### src/rtl/membus_arbiter_pkg.sv
// Shared types for the two-master memory bus arbiter.
package membus_arb_pkg;

    // Default bus geometry; interface and arbiter instances normally keep these.
    localparam int unsigned MEMBUS_DATA_WIDTH = 32;
    localparam int unsigned MEMBUS_ADDR_WIDTH = 32;

    // Arbiter FSM: either free to accept, or holding the bus for one response.
    typedef enum logic {
        Idle     = 1'b0,
        WaitResp = 1'b1
    } arb_state_t;

    // Identifies a master: instruction fetch or load/store.
    typedef enum logic {
        OwnerI = 1'b0,
        OwnerD = 1'b1
    } arb_owner_t;

    // The master that is not `o`; used to rotate round-robin priority.
    function automatic arb_owner_t other_owner(input arb_owner_t o);
        return (o == OwnerI) ? OwnerD : OwnerI;
    endfunction

endpackage

### src/rtl/membus_arbiter_if.sv
// Memory bus: valid/ready request channel plus a single-beat rvalid/rdata response.
interface membus_if #(
    parameter int unsigned DATA_WIDTH = membus_arb_pkg::MEMBUS_DATA_WIDTH,
    parameter int unsigned ADDR_WIDTH = membus_arb_pkg::MEMBUS_ADDR_WIDTH
);
    logic                      valid;
    logic                      ready;
    logic [ADDR_WIDTH-1:0]     addr;
    logic                      wen;
    logic [DATA_WIDTH-1:0]     wdata;
    logic [DATA_WIDTH/8-1:0]   wmask;
    logic                      rvalid;
    logic [DATA_WIDTH-1:0]     rdata;

    // Requester side.
    modport master (
        output valid, addr, wen, wdata, wmask,
        input  ready, rvalid, rdata
    );

    // Responder side.
    modport slave (
        input  valid, addr, wen, wdata, wmask,
        output ready, rvalid, rdata
    );
endinterface

### src/rtl/membus_arbiter_rr_arbiter2.sv
// Combinational two-way picker: priority decides only when both masters request.
module rr_arbiter2
    import membus_arb_pkg::*;
(
    input  logic       req_i,
    input  logic       req_d,
    input  arb_owner_t prio,
    input  logic       fixed,
    output logic       gnt_i,
    output logic       gnt_d,
    output logic       contested
);

    arb_owner_t w_winner;

    // Resolve a conflict in favour of D when fixed, otherwise the current priority holder.
    always_comb begin
        contested = req_i && req_d;
        w_winner  = fixed ? OwnerD : prio;
        gnt_i     = req_i && (!req_d || (w_winner == OwnerI));
        gnt_d     = req_d && (!req_i || (w_winner == OwnerD));
    end

endmodule

### src/rtl/membus_arbiter.sv
// Merges instruction-fetch and load/store masters onto one memory port,
// one outstanding transaction at a time, responses routed back to the issuer.
module membus_arbiter
    import membus_arb_pkg::*;
#(
    parameter int unsigned FIXED_PRIORITY = 0,
    parameter int unsigned DATA_WIDTH     = 32,
    parameter int unsigned ADDR_WIDTH     = 32
) (
    input  logic     clk,
    input  logic     rst,
    membus_if.slave  i_membus,
    membus_if.slave  d_membus,
    membus_if.master mem_membus
);

    arb_state_t r_state;
    arb_owner_t r_owner;
    arb_owner_t r_prio;

    logic                    w_fixed;
    logic                    w_gnt_i;
    logic                    w_gnt_d;
    logic                    w_contested;
    logic                    w_idle;
    logic                    w_wait;
    logic                    w_hs;
    arb_owner_t              w_granted;
    logic [ADDR_WIDTH-1:0]   w_addr;
    logic                    w_wen;
    logic [DATA_WIDTH-1:0]   w_wdata;
    logic [DATA_WIDTH/8-1:0] w_wmask;

    assign w_fixed = (FIXED_PRIORITY != 0);

    rr_arbiter2 u_pick (
        .req_i     (i_membus.valid),
        .req_d     (d_membus.valid),
        .prio      (r_prio),
        .fixed     (w_fixed),
        .gnt_i     (w_gnt_i),
        .gnt_d     (w_gnt_d),
        .contested (w_contested)
    );

    // Phase qualifiers include rst so every handshake output reads 0 while reset is held.
    assign w_idle = rst && (r_state == Idle);
    assign w_wait = rst && (r_state == WaitResp);

    // Request mux: D is the default source when nothing is granted.
    always_comb begin
        w_granted = w_gnt_i ? OwnerI : OwnerD;
        if (w_gnt_i) begin
            w_addr  = i_membus.addr;
            w_wen   = i_membus.wen;
            w_wdata = i_membus.wdata;
            w_wmask = i_membus.wmask;
        end else begin
            w_addr  = d_membus.addr;
            w_wen   = d_membus.wen;
            w_wdata = d_membus.wdata;
            w_wmask = d_membus.wmask;
        end
    end

    assign mem_membus.valid = w_idle && (w_gnt_i || w_gnt_d);
    assign mem_membus.addr  = w_addr;
    assign mem_membus.wen   = w_wen;
    assign mem_membus.wdata = w_wdata;
    assign mem_membus.wmask = w_wmask;

    assign w_hs = mem_membus.valid && mem_membus.ready;

    assign i_membus.ready = w_idle && w_gnt_i && mem_membus.ready;
    assign d_membus.ready = w_idle && w_gnt_d && mem_membus.ready;

    // Responses outside WaitResp are stray and never reach either master.
    assign i_membus.rvalid = w_wait && (r_owner == OwnerI) && mem_membus.rvalid;
    assign d_membus.rvalid = w_wait && (r_owner == OwnerD) && mem_membus.rvalid;
    assign i_membus.rdata  = mem_membus.rdata;
    assign d_membus.rdata  = mem_membus.rdata;

    // Arbitration FSM: latch owner on handshake, rotate priority on contested grants.
    always_ff @(posedge clk or negedge rst) begin
        if (!rst) begin
            r_state <= Idle;
            r_owner <= OwnerD;
            r_prio  <= OwnerD;
        end else begin
            case (r_state)
                Idle: begin
                    if (w_hs) begin
                        r_state <= WaitResp;
                        r_owner <= w_granted;
                        if (w_contested && !w_fixed) begin
                            r_prio <= other_owner(w_granted);
                        end
                    end
                end
                WaitResp: begin
                    if (mem_membus.rvalid) begin
                        r_state <= Idle;
                    end
                end
                default: r_state <= Idle;
            endcase
        end
    end

endmodule

### src/flat_wrapper.sv
// flat-port wrapper written by rule: the top's interface ports become plain ports
module membus_arbiter_flat import membus_arb_pkg::*;
#(
    parameter int unsigned FIXED_PRIORITY = 0,
    parameter int unsigned DATA_WIDTH     = 32,
    parameter int unsigned ADDR_WIDTH     = 32
)
  (clk, rst, i_membus_valid, i_membus_addr, i_membus_wen, i_membus_wdata, i_membus_wmask, i_membus_ready, i_membus_rvalid, i_membus_rdata, d_membus_valid, d_membus_addr, d_membus_wen, d_membus_wdata, d_membus_wmask, d_membus_ready, d_membus_rvalid, d_membus_rdata, mem_membus_valid, mem_membus_addr, mem_membus_wen, mem_membus_wdata, mem_membus_wmask, mem_membus_ready, mem_membus_rvalid, mem_membus_rdata);
  membus_if #(.DATA_WIDTH(DATA_WIDTH), .ADDR_WIDTH(ADDR_WIDTH)) i_membus_i ();
  membus_if #(.DATA_WIDTH(DATA_WIDTH), .ADDR_WIDTH(ADDR_WIDTH)) d_membus_i ();
  membus_if #(.DATA_WIDTH(DATA_WIDTH), .ADDR_WIDTH(ADDR_WIDTH)) mem_membus_i ();
  input  logic clk;
  input  logic rst;
  input wire logic [$bits(i_membus_i.valid)-1:0] i_membus_valid;
  input wire logic [$bits(i_membus_i.addr)-1:0] i_membus_addr;
  input wire logic [$bits(i_membus_i.wen)-1:0] i_membus_wen;
  input wire logic [$bits(i_membus_i.wdata)-1:0] i_membus_wdata;
  input wire logic [$bits(i_membus_i.wmask)-1:0] i_membus_wmask;
  output wire logic [$bits(i_membus_i.ready)-1:0] i_membus_ready;
  output wire logic [$bits(i_membus_i.rvalid)-1:0] i_membus_rvalid;
  output wire logic [$bits(i_membus_i.rdata)-1:0] i_membus_rdata;
  input wire logic [$bits(d_membus_i.valid)-1:0] d_membus_valid;
  input wire logic [$bits(d_membus_i.addr)-1:0] d_membus_addr;
  input wire logic [$bits(d_membus_i.wen)-1:0] d_membus_wen;
  input wire logic [$bits(d_membus_i.wdata)-1:0] d_membus_wdata;
  input wire logic [$bits(d_membus_i.wmask)-1:0] d_membus_wmask;
  output wire logic [$bits(d_membus_i.ready)-1:0] d_membus_ready;
  output wire logic [$bits(d_membus_i.rvalid)-1:0] d_membus_rvalid;
  output wire logic [$bits(d_membus_i.rdata)-1:0] d_membus_rdata;
  output wire logic [$bits(mem_membus_i.valid)-1:0] mem_membus_valid;
  output wire logic [$bits(mem_membus_i.addr)-1:0] mem_membus_addr;
  output wire logic [$bits(mem_membus_i.wen)-1:0] mem_membus_wen;
  output wire logic [$bits(mem_membus_i.wdata)-1:0] mem_membus_wdata;
  output wire logic [$bits(mem_membus_i.wmask)-1:0] mem_membus_wmask;
  input wire logic [$bits(mem_membus_i.ready)-1:0] mem_membus_ready;
  input wire logic [$bits(mem_membus_i.rvalid)-1:0] mem_membus_rvalid;
  input wire logic [$bits(mem_membus_i.rdata)-1:0] mem_membus_rdata;
  assign i_membus_i.valid = i_membus_valid;
  assign i_membus_i.addr = i_membus_addr;
  assign i_membus_i.wen = i_membus_wen;
  assign i_membus_i.wdata = i_membus_wdata;
  assign i_membus_i.wmask = i_membus_wmask;
  assign i_membus_ready = i_membus_i.ready;
  assign i_membus_rvalid = i_membus_i.rvalid;
  assign i_membus_rdata = i_membus_i.rdata;
  assign d_membus_i.valid = d_membus_valid;
  assign d_membus_i.addr = d_membus_addr;
  assign d_membus_i.wen = d_membus_wen;
  assign d_membus_i.wdata = d_membus_wdata;
  assign d_membus_i.wmask = d_membus_wmask;
  assign d_membus_ready = d_membus_i.ready;
  assign d_membus_rvalid = d_membus_i.rvalid;
  assign d_membus_rdata = d_membus_i.rdata;
  assign mem_membus_valid = mem_membus_i.valid;
  assign mem_membus_addr = mem_membus_i.addr;
  assign mem_membus_wen = mem_membus_i.wen;
  assign mem_membus_wdata = mem_membus_i.wdata;
  assign mem_membus_wmask = mem_membus_i.wmask;
  assign mem_membus_i.ready = mem_membus_ready;
  assign mem_membus_i.rvalid = mem_membus_rvalid;
  assign mem_membus_i.rdata = mem_membus_rdata;
  membus_arbiter #(.FIXED_PRIORITY(FIXED_PRIORITY), .DATA_WIDTH(DATA_WIDTH), .ADDR_WIDTH(ADDR_WIDTH)) u_core (.clk(clk), .rst(rst), .i_membus(i_membus_i), .d_membus(d_membus_i), .mem_membus(mem_membus_i));
endmodule
### config.mk
export PLATFORM = sky130hd
export DESIGN_NAME = membus_arbiter_flat
export DESIGN_NICKNAME = d
export VERILOG_FILES = /design/src/rtl/membus_arbiter_pkg.sv /design/src/rtl/membus_arbiter_if.sv /design/src/rtl/membus_arbiter_rr_arbiter2.sv /design/src/rtl/membus_arbiter.sv /design/src/flat_wrapper.sv
export SDC_FILE = /design/constraint.sdc
export NUM_CORES = 1
export LEC_CHECK = 0
export ABC_AREA = 1
export BUFFER_PORTS_ARGS = -buffer_cell sky130_fd_sc_hd__buf_4
export CORE_AREA = 2 2 122 124
export CTS_CLUSTER_DIAMETER = 40
export DETAILED_ROUTE_END_ITERATION = 10
export DIE_AREA = 0 0 124 126
export MAX_ROUTING_LAYER = met4
export PLACE_DENSITY = 0.45
export SYNTH_ARGS = -nofsm -noshare
export SYNTH_HDL_FRONTEND = slang
export SYNTH_SLANG_ARGS = --single-unit
### constraint.sdc
create_clock -name clk -period 1.4 [get_ports clk]
set_input_delay 0.07 -clock clk [delete_from_list [all_inputs] [get_ports clk]]
set_output_delay 0.07 -clock clk [all_outputs]
set_load 0.05 [all_outputs]
==> metrics.md, run 1 <==
| Metric | Value |
|---|---|
| Status | finished with violations |
| Failing checks | setup timing |
| Post-layout util | 24.1% |
| Rel. slew slack | 83.9% |
| Fin area | 3450 um^2 |
| Number of global-route vias before repair | 2383 |
| I/O Buffers | 217 |
| Vias per cell | 3.70 |
| Synth Register Bits | 3 |
| Maximum clock insertion buffer count | 2 |
| Clock Sinks | 3 |
| Post-synthesis async set-or-reset flop share | 100% |
| Max-cap violation count | 0 |
| Largest net degree at the start of global routing | 37 |
| Worst vdd ir | 470 uV |
| Count leader, synth | nand2_1 |
| Synth area leaders | nand2_1 52%, buf_4 32%, buf_2 3.6% |
| Post-CTS Setup Repair Bufs | 0 |
| Clock share of power | 14.4% |
| Post-route clock period utilization | 112% |
| Clk_lat worst skew | 0.22 ns |
| Die width | 124 um |
| Clk_skew | 0.000965 ns |
| Startpoint Class | flop |
| Root buffer cell | clkbuf_16 |
| Final nets | between 600 and 700 |
| Mux share of post-synthesis cell area | 0% |
| Reg2reg setup slack | 0.48 ns |
| Initial core utilization | 10.8% |
| Post-synthesis adder-cell area fraction | 0% |
| Row Count | 44 |
| Final hold violations | 0 |
| Post-synth net total | just under 500 |
| Syn_area_per_cell | 4.88 um^2 |
| WP data arrival | 1.49 ns |
| F_max | ~640 MHz |
| Cell Chain, Critical Path | a21oi_4, clkinv_4, clkbuf_16, nand2_1, nand2_2, buf_8 |
| Switching share of power | between 50% and 60% |
| Die Ht | 126 um |
| Htree depth | 1 |
| I/O pins | 314 |
| First-pass GRT wire length | roughly 10000 um |
| Layout cells sized above 1 | between 50% and 60% |
| CTS Buf Count | 3 |
| RSZ-0062 raised after global routing | yes |
| Distinct cells, synth | 15 |
| Pre-CTS setup slack | ~0.0074 ns |
| Starting DRC count in detailed routing | 41 |
| Post-Synthesis Cells | 316 |
| Slew Limit Fails | 0 |
| Top_reg_cell synth | dfstp_2 |
| Initial antenna violation count | 0 |
| Tot Pwr | 3.16 mW |
| Pint | 1.50 mW |
| Die ar. | 15600 um^2 |
| Placed Area | 2940 um^2 |
| CTS tree | yes |
| Filler cells | 1610 |
| DRC | 0 |
| Largest fanout on the critical path | 18 |
| Post-synth top area share | 52.1% |
| Pwr dens | just over 900 nW/um^2 |
| Final worst slack | -0.165 ns |
| Slowest cell delay on critical path | 0.37 ns |
| Worst hold margin | 0.0486 ns |
| Detailed-placement wirelength estimate | 5970 um |
| Post-Synth XOR/XNOR Area | 0% |
| Total grt overflow | 0 |
| First-pass detailed-route iteration total | 4 |
| Worst-margin pin slew | 0.241 ns |
| Sequential power share | 4.3% |
| Mapped cell area | 1540 um^2 |
| Total net switching power | 1.65 mW |
| Critical path data required time | 1.33 ns |
| Largest family of logic cells by synthesized area | simple AND/OR/NAND/NOR gates |
| Yosys top cell by area | nand2_1 |
| Clock-pin slew on the worst setup and hold paths | 0.03 ns |
| Class of the worst hold path | input pin to flop |
| Final WL | 7620 um |
| Layout area overhead | 124% |
| Wirelength per Cell | between 10 and 15 um |
| GRT Overall Usage | 8.46% |
| Number of synthesized flops with an enable pin | 0 |
| Worst setup EP type | primary output |
| Comb power frac | 81.3% |
| Register area share after synthesis | 5.03% |
| Crit path time final | 1.56 ns |
| GP Congestion | 0.745 |
| Slowest-stage cell, CP | dfstp_2 |
| Pleak | 1.97 nW |
| Vias | 2406 |
| ANT cells | 0 |
| Simple-gate portion of the synthesized area | 54.7% |
| WS Path Type | flop to primary output |
| # setup viols final | 70 |
| Synth warnings | 0 |
| Core Region | 14300 um^2 |
| Routed Antenna Nets | 0 |
| Complex-gate fraction of the synthesized area | 2.35% |
| Commonest cells in the netlist | 214 x nand2_1, 66 x buf_4, 11 x buf_2 |
==> flip-flops by register name (all words and copies together), names as in the netlist <==
signal	count
u_core.r_owner	1
u_core.r_prio	1
u_core.r_state	1
==> placed cells by master, fill, tap and decap left out <==
master / Yosys / routed
nand2_1: 214 / 182
buf_4: 66 / 146
buf_6: 0 / 61
nand2_2: 0 / 32
buf_8: 0 / 11
inv_1: 6 / 6
clkbuf_16: 0 / 5
nor2_1: 5 / 4
nand3_1: 3 / 3
buf_12: 0 / 3
dfstp_2: 2 / 2
inv_2: 2 / 1
a21oi_4: 1 / 1
clkinv_4: 0 / 1
o21a_1: 1 / 1
nor2_2: 0 / 1
nand4_1: 1 / 1
o21ai_0: 1 / 1
o21bai_1: 1 / 1
clkbuf_1: 1 / 1
dlygate4sd3_1: 0 / 1
dfrtp_1: 1 / 1
==> routing by layer <==
metal  wire [um]  vias to the layer above  global-route usage [%]
li1            -                     1172                       -
met1        2510                     1050                    8.09
met2        4050                      148                    15.8
met3         794                       36                    2.36
met4         262                        0                    3.30
met5           0                        -                       -
==> cell type report <==
type / instances / area (um^2) / area share (%)
Timing Repair Buffer: 224 / 2070 / 59.9
Multi-Input combinational cell: 227 / 962 / 27.9
Clock buffer: 4 / 78.8 / 2.28
Inverter: 8 / 35.0 / 1.01
Sequential cell: 3 / 77.6 / 2.25
Tap cell: 184 / 230 / 6.67
==> final timing paths <==
check | startpoint | end | depth (start not counted)
max | u_core.r_prio | mem_membus_addr[28] | 6
min | mem_membus_rvalid | u_core.r_state | 2
max reg2reg | u_core.r_prio | u_core.r_owner | 4
min reg2reg | u_core.r_owner | u_core.r_owner | 2
max in group asynchronous | rst | u_core.r_owner | 2
min in group asynchronous | rst | u_core.r_state | 2
==> worst max-delay path, delay by kind of cell (launching register included) <==
kind                   cells  cell delay, ns
buffers and inverters      3            0.51
flip-flops                 1            0.37
AO/OA/AOI/OAI              1            0.23
AND/OR/NAND/NOR            2            0.16
==> power groups by stage <==
stage,combinational (mW),sequential [mW],clock [mW]
global route,2.73,0.139,0.473
CTS,2.49,0.137,0.464
floorplan,1.92,0.135,0
detailed placement,2.24,0.137,0
finish,2.57,0.136,0.454
global placement,2.23,0.137,0
==> per-stage QoR <==
stage          cells  setup TNS, ns
2_1_floorplan    316              0
3_3_place_gp     643              0
3_5_place_dp     643              0
4_1_cts          648          -9.73
5_1_grt          650         -13.97
6_report         650          -8.43
==> repair_timing <==
action	CTS	global route
pin swaps	0	1
cloned	0	2
hold buffers	1	0
endpoints found under the setup margin	70	71
endpoints found under the hold margin	3	0
gates resized for setup	83	25
==> cells by family (layout without fill, tap and decap cells) <==
group | count (synthesis) | after routing
and+or+nand+nor | 223 | 223
AOI/OAI and AO/OA | 4 | 4
buffers and inverters | 86 | 236
DFF | 3 | 3
(Power assumes the default switching activity.)
==> run 2: changes to the inputs <==
SKIP_CTS_REPAIR_TIMING = 1   (was not set)
==> run 2 against run 1 <==
  * Power shrank 0.76%
  * The flow still finishes with violations (setup timing)
  * Highest routed layer unchanged
  * Sequential share of layout area hardly changed
  * Combinational power hardly changed
  * Clock power about the same
  * Clock skew hardly changed
==> metrics.md, run 2 (synthesis results as in run 1) <==
| Metric | Value |
|---|---|
| Status | finished with violations (unchanged) |
| Failing checks | setup timing (unchanged) |
| Root buffer cell | clkbuf_16 (unchanged) |
| Wirelength per Cell | 11.8 um (was 11.7 um) |
| DRC | 0 (unchanged) |
| Worst setup EP type | primary output (unchanged) |
| RSZ-0062 raised after global routing | yes (unchanged) |
| Tot Pwr | 3.13 mW (was 3.16 mW) |
| Total grt overflow | 0 (unchanged) |
| Sum of negative setup slack | -8.38 ns (was -8.43 ns) |
| F_max | 631 MHz (was 639 MHz) |
| Largest regs | u_core.r_owner (1), u_core.r_prio (1), u_core.r_state (1) (unchanged) |
| I/O pins | 314 (unchanged) |
| Cell Chain, Critical Path | a21oi_4, clkinv_4, clkbuf_16, nand2_1, nand2_2, buf_4 (was a21oi_4, clkinv_4, clkbuf_16, nand2_1, nand2_2, buf_8) |
| Htree depth | 1 (unchanged) |
| Slowest-stage cell, CP | dfstp_2 (unchanged) |
| Largest fanout on the critical path | 18 (unchanged) |
| Fin area | 3430 um^2 (was 3450 um^2) |
| Detailed-placement wirelength estimate | 5970 um (unchanged) |
| First-pass GRT wire length | 9990 um (was 10500 um) |
| Crit. Startpoint | u_core.r_prio (unchanged) |
| Startpoint Class | flop (unchanged) |
| Final worst slack | -0.185 ns (was -0.165 ns) |
| Initial antenna violation count | 0 (unchanged) |
| ANT cells | 0 (unchanged) |
| Die ar. | 15600 um^2 (unchanged) |
| Hold_sp | mem_membus_rvalid (unchanged) |
| Number of global-route vias before repair | 2278 (was 2383) |
| Critical path data required time | 1.33 ns (about the same) |
| Rel. slew slack | 83.9% (about the same) |
| GRT Overall Usage | 8.08% (was 8.46%) |
| First-pass detailed-route iteration total | 4 (unchanged) |
| Pleak | 1.96 nW (was 1.97 nW) |
| # setup viols final | 70 (unchanged) |
| WS Path Type | flop to primary output (unchanged) |
| Most frequent cells in the layout | 175 x nand2_1, 147 x buf_4, 70 x buf_6 (was 182 x nand2_1, 146 x buf_4, 61 x buf_6) |
| I/O Buffers | 217 (unchanged) |
| Vias per cell | 3.70 (about the same) |
| Starting DRC count in detailed routing | 77 (was 41) |
| Crit path time final | 1.59 ns (was 1.56 ns) |
| Clk_lat worst skew | 0.22 ns (about the same) |
| Reg2reg start | u_core.r_prio (unchanged) |
| CTS tree | yes (unchanged) |
| Final nets | 643 (unchanged) |
| Core Region | 14300 um^2 (unchanged) |
| Post-route clock period utilization | 113% (was 112%) |
| Largest net degree at the start of global routing | 37 (unchanged) |
| CTS Buf Count | 3 (unchanged) |
| Worst vdd ir | 470 uV (about the same) |
| Row Count | 44 (unchanged) |
| Max-cap violation count | 0 (unchanged) |
| Clock Sinks | 3 (unchanged) |
| Layout area overhead | 122% (was 124%) |
| Pwr dens | 914 nW/um^2 (about the same) |
| Die width | 124 um (unchanged) |
| Slew Limit Fails | 0 (unchanged) |
| Routed Antenna Nets | 0 (unchanged) |
| Final hold violations | 0 (unchanged) |
| Initial core utilization | 10.8% (unchanged) |
| Slowest cell delay on critical path | 0.37 ns (about the same) |
| Class of the worst hold path | input pin to flop (unchanged) |
| Reg2Reg Depth | 4 (unchanged) |
| Clk_skew | 0.000971 ns (was 0.000965 ns) |
| Most common cell after layout, fill and taps aside | nand2_1 (unchanged) |
| Maximum clock insertion buffer count | 2 (unchanged) |
| Filler cells | 1618 (was 1610) |
| Layout cells sized above 1 | 58.2% (was 56.7%) |
| Clock-pin slew on the worst setup and hold paths | 0.03 ns (about the same) |
| WP data arrival | 1.52 ns (was 1.49 ns) |
| Vias | 2408 (was 2406) |
| Final WL | 7640 um (was 7620 um) |
| CP bufs+invs | 3 (unchanged) |
| Die Ht | 126 um (unchanged) |
| Placed Area | 2940 um^2 (unchanged) |
| Reg2reg setup slack | 0.48 ns (about the same) |
| Worst-margin pin slew | 0.241 ns (about the same) |
| Delay-heaviest family, CP | buffers and inverters (unchanged) |
| Crit Reg-Reg Endpoint | u_core.r_owner (unchanged) |
| GP Congestion | 0.745 (unchanged) |
| Worst Hold End | u_core.r_state (unchanged) |
| Worst Hold Depth | 2 (unchanged) |
-- run 2: cell counts in the layout (fill, tap and decap cells not counted) --
No cell type changed its count.
-- run 2: worst max path at each step --
| stage | end | slack, ns | cells past startpoint |
|---|---|---|---|
| after detailed placement | mem_membus_addr[29] | 0.007 | 5 |
| after CTS | mem_membus_addr[29] | -0.23 | 5 |
| after floorplan | mem_membus_addr[22] | 0.05 | 5 |
| after global placement | mem_membus_addr[22] | 0.03 | 5 |
| after global routing | mem_membus_addr[28] | -0.25 | 6 |
| final | mem_membus_addr[28] | -0.19 | 6 |
-- run 2: where the power goes --
part | total [mW] | internal (mW) | switching [mW]
Clock | 0.454 | 0.376 | 0.0785
Combinational | 2.54 | 0.982 | 1.56
Sequential | 0.136 | 0.119 | 0.0160
-- run 2: metal layers --
layer  GRT usage [%]  vias to the layer above  routed length, um
li1                -                     1172                  -
met3            2.17                       36                801
met4            3.30                        0                261
met2            15.0                      144               4060
met5               -                        -                  0
met1            7.73                     1056               2510
-- run 2: area by class of cell --
class / count / area (um^2) / share of cell area, %
inverters: 8 / 35.0 / 1.02
clock buffers: 4 / 78.8 / 2.30
well taps: 184 / 230 / 6.72
flip-flops and latches: 3 / 77.6 / 2.26
repair buffers: 224 / 2030 / 59.1
multi-input cells: 227 / 980 / 28.6
-- run 2: worst register-to-register path, cell delays in order, from the launching register on --
cell     delay [ns]
dfstp_2        0.54
inv_1          0.07
nand2_1        0.06
nand4_1        0.10
nand2_1        0.09
-- run 2: through the flow --
step | setup WS [ns] | instances | hold slack (ns) | utilization (%)
finish | -0.185 | 650 | 0.0486 | 24.0
global route | -0.248 | 650 | 0.0573 | 24.0
CTS | -0.232 | 647 | -0.360 | 21.1
detailed placement | 0.00742 | 643 | -0.125 | 20.5
global placement | 0.0276 | 643 | -0.127 | 20.5
floorplan | 0.0473 | 316 | -0.226 | -
==> run 3: changes to the inputs <==
ABC_AREA = not set   (was 1)
CORE_AREA = 2 2 121 123   (was 2 2 122 124)
DIE_AREA = 0 0 123 125   (was 0 0 124 126)
==> run 3 against run 2 <==
  * The flow still finishes with violations (setup timing)
  * Critical endpoint is now mem_membus_addr[0]
  * Critical path type unchanged
  * Largest cell class unchanged
  * Sequential share of layout area barely moved
  * Fmax shrank 6.3%
  * Count of clock-buffer cells in the layout unchanged
  * Core utilization decreased by 0.25 points
  * Largest power group unchanged
  * Register-to-register slack worse by 0.16 ns
  * Highest routed layer unchanged
  * Synthesized area down 1.5%
  * Power is 12% higher
  * Via count decreased by 29%
==> metrics.md, run 3 <==
| Metric | Value |
|---|---|
| Status | finished with violations (unchanged) |
| Failing checks | setup timing (unchanged) |
| Most common cell after layout, fill and taps aside | buf_4 (was nand2_1) |
| Hold_sp | mem_membus_rvalid (unchanged) |
| Count leader, synth | buf_4 (was nand2_1) |
| Initial core utilization | 10.7% (was 10.8%) |
| Post-layout util | 23.7% (was 24.0%) |
| WS Path Type | flop to primary output (unchanged) |
| I/O Buffers | 217 (unchanged) |
| Yosys top cell by area | mux2_2 (was nand2_1) |
| Synth warnings | 0 (unchanged) |
| Starting DRC count in detailed routing | 29 (was 77) |
| Synth area leaders | mux2_2 47%, buf_4 33%, mux2_1 4.5% (was nand2_1 52%, buf_4 32%, buf_2 3.6%) |
| Number of synthesized flops with an enable pin | 0 (unchanged) |
| Root buffer cell | clkbuf_16 (unchanged) |
| Sum of negative setup slack | -18.91 ns (was -8.38 ns) |
| DRC | 0 (unchanged) |
| Routed Antenna Nets | 0 (unchanged) |
| Worst setup EP type | primary output (unchanged) |
| Worst hold margin | 0.0586 ns (was 0.0486 ns) |
| Crit. Startpoint | u_core.r_prio (unchanged) |
| Pleak | 1.64 nW (was 1.96 nW) |
| Post-Synthesis Cells | 161 (was 316) |
| Clock-pin slew on the worst setup and hold paths | 0.03 ns (about the same) |
| Pwr dens | 1040 nW/um^2 (was 914 nW/um^2) |
| Total grt overflow | 0 (unchanged) |
| Critical path data required time | 1.33 ns (about the same) |
| RSZ-0062 raised after global routing | yes (unchanged) |
| Post-synthesis async set-or-reset flop share | 100% (unchanged) |
| Number of global-route vias before repair | 1651 (was 2278) |
| F_max | 591 MHz (was 631 MHz) |
| Rel. slew slack | 81.4% (was 83.9%) |
| GRT Overall Usage | 6.48% (was 8.08%) |
| Mapped cell area | 1520 um^2 (was 1540 um^2) |
| Placed cell count | 494 (was 643) |
| GP Congestion | 0.695 (was 0.745) |
| Filler cells | 1535 (was 1618) |
| First-pass GRT wire length | 7650 um (was 9990 um) |
| Layout area overhead | 122% (about the same) |
| Vias | 1719 (was 2408) |
| Max-cap violation count | 0 (unchanged) |
| Detailed-placement wirelength estimate | 4790 um (was 5970 um) |
| Slowest cell delay on critical path | 0.37 ns (about the same) |
| Slowest-stage cell, CP | dfstp_2 (unchanged) |
| Delay-heaviest family, CP | buffers and inverters (unchanged) |
| Distinct cells, synth | 19 (was 15) |
| Post-synth net total | 337 (was 492) |
| Cell Chain, Critical Path | a21boi_4, buf_12, buf_8, mux2_2, buf_4 (was a21oi_4, clkinv_4, clkbuf_16, nand2_1, nand2_2, buf_4) |
| ANT cells | 0 (unchanged) |
| I/O pins | 314 (unchanged) |
| First-pass detailed-route iteration total | 2 (was 4) |
| Placed Area | 2870 um^2 (was 2940 um^2) |
| Htree depth | 1 (unchanged) |
| Layout cells sized above 1 | 94.4% (was 58.2%) |
| Die width | 123 um (was 124 um) |
| Worst vdd ir | 225 uV (was 470 uV) |
| Maximum clock insertion buffer count | 2 (unchanged) |
| Die ar. | 15400 um^2 (was 15600 um^2) |
| Final hold violations | 0 (unchanged) |
| Top_reg_cell synth | dfstp_2 (unchanged) |
| Synth Register Bits | 3 (unchanged) |
| Commonest cells in the netlist | 66 x buf_4, 63 x mux2_2, 6 x mux2_1 (was 214 x nand2_1, 66 x buf_4, 11 x buf_2) |
| Final worst slack | -0.291 ns (was -0.185 ns) |
| Most frequent cells in the layout | 162 x buf_4, 63 x mux2_2, 56 x buf_6 (was 175 x nand2_1, 147 x buf_4, 70 x buf_6) |
| Worst-margin pin slew | 0.276 ns (was 0.241 ns) |
| Core Region | 14200 um^2 (was 14300 um^2) |
| Largest net degree at the start of global routing | 40 (was 37) |
| Vias per cell | 3.40 (was 3.70) |
| CP bufs+invs | 3 (unchanged) |
| Pre-CTS setup slack | -0.0861 ns (was 0.00742 ns) |
| Die Ht | 125 um (was 126 um) |
| Clk_skew | 0.00103 ns (was 0.000971 ns) |
| Fin cells | 506 (was 650) |
| Reg2reg start | u_core.r_prio (unchanged) |
| Syn_area_per_cell | 9.43 um^2 (was 4.88 um^2) |
| Register area share after synthesis | 5.11% (was 5.03%) |
| Crit path time final | 1.69 ns (was 1.59 ns) |
| CTS Buf Count | 3 (unchanged) |
| Slew Limit Fails | 0 (unchanged) |
| Tot Pwr | 3.50 mW (was 3.13 mW) |
| Clock Sinks | 3 (unchanged) |
| WP data arrival | 1.62 ns (was 1.52 ns) |
| Post-route clock period utilization | 121% (was 113%) |
| Final WL | 6600 um (was 7640 um) |
| Class of the worst hold path | input pin to flop (unchanged) |
| Wirelength per Cell | 13.0 um (was 11.8 um) |
| # setup viols final | 70 (unchanged) |
| Initial antenna violation count | 0 (unchanged) |
| Post-synth top area share | 46.7% (was 52.1%) |
| Fin area | 3370 um^2 (was 3430 um^2) |
| Row Count | 44 (unchanged) |
| Largest regs | u_core.r_owner (1), u_core.r_prio (1), u_core.r_state (1) (unchanged) |
| Clk_lat worst skew | 0.22 ns (about the same) |
| Startpoint Class | flop (unchanged) |
| Largest fanout on the critical path | 9 (was 18) |
| Final nets | 499 (was 643) |
| CTS tree | yes (unchanged) |
## run 3: cell count changes after synthesis, sizes merged, moves of 2 or more
cell	before	now
buf	77	71
inv	8	2
mux2	0	69
nand2	214	2
nor2	5	3
## run 3: power by group
part | leakage [nW] | total [mW] | switching, mW | internal, mW
Sequential | 0.0339 | 0.157 | 0.0245 | 0.132
Clock | 0.0382 | 0.448 | 0.0727 | 0.375
Combinational | 1.57 | 2.89 | 1.57 | 1.32
Total | 1.64 | 3.50 | 1.67 | 1.82
## run 3: final cells by class
class                   count  area (um^2)  area share (%)
flip-flops and latches      3         77.6            2.30
clock buffers               4         78.8            2.34
well taps                 184          230            6.84
inverters                   2         7.51           0.223
repair buffers            228         2060            61.3
multi-input cells          85          910            27.0
## run 3: worst register-to-register path, stage by stage (launching register included)
cell	delay [ns]
dfstp_2	0.37
buf_4	0.13
or2b_1	0.21
and3_4	0.16
a21o_1	0.14
## run 3: path summary, 6_finish.rpt
check / end / slack, ns / cells after the start
worst max-delay path: mem_membus_addr[0] / -0.29 / 5
worst min-delay path: u_core.r_state / 0.06 / 2
worst max register to register: u_core.r_owner / 0.32 / 4
worst min register to register: u_core.r_owner / 0.52 / 1
max in group asynchronous: u_core.r_prio / 0.94 / 2
min in group asynchronous: u_core.r_state / 0.23 / 2
## run 3: logic make-up (layout without fill, tap and decap cells)
family,count (synthesis),count (layout),share of synthesized area (%)
mux,69,69,51.2
flops,3,3,5.11
compound gates,4,4,2.47
buf+inv,73,234,36.9
xor+xnor,1,1,0.577
simple gates,11,11,3.79
## run 3: routing by layer
layer	wire length (um)	vias to the layer above	GRT usage, %
li1	-	816	-
met1	2140	775	5.58
met2	3580	111	12.2
met3	786	17	2.87
met4	97	0	2.14
met5	0	-	-
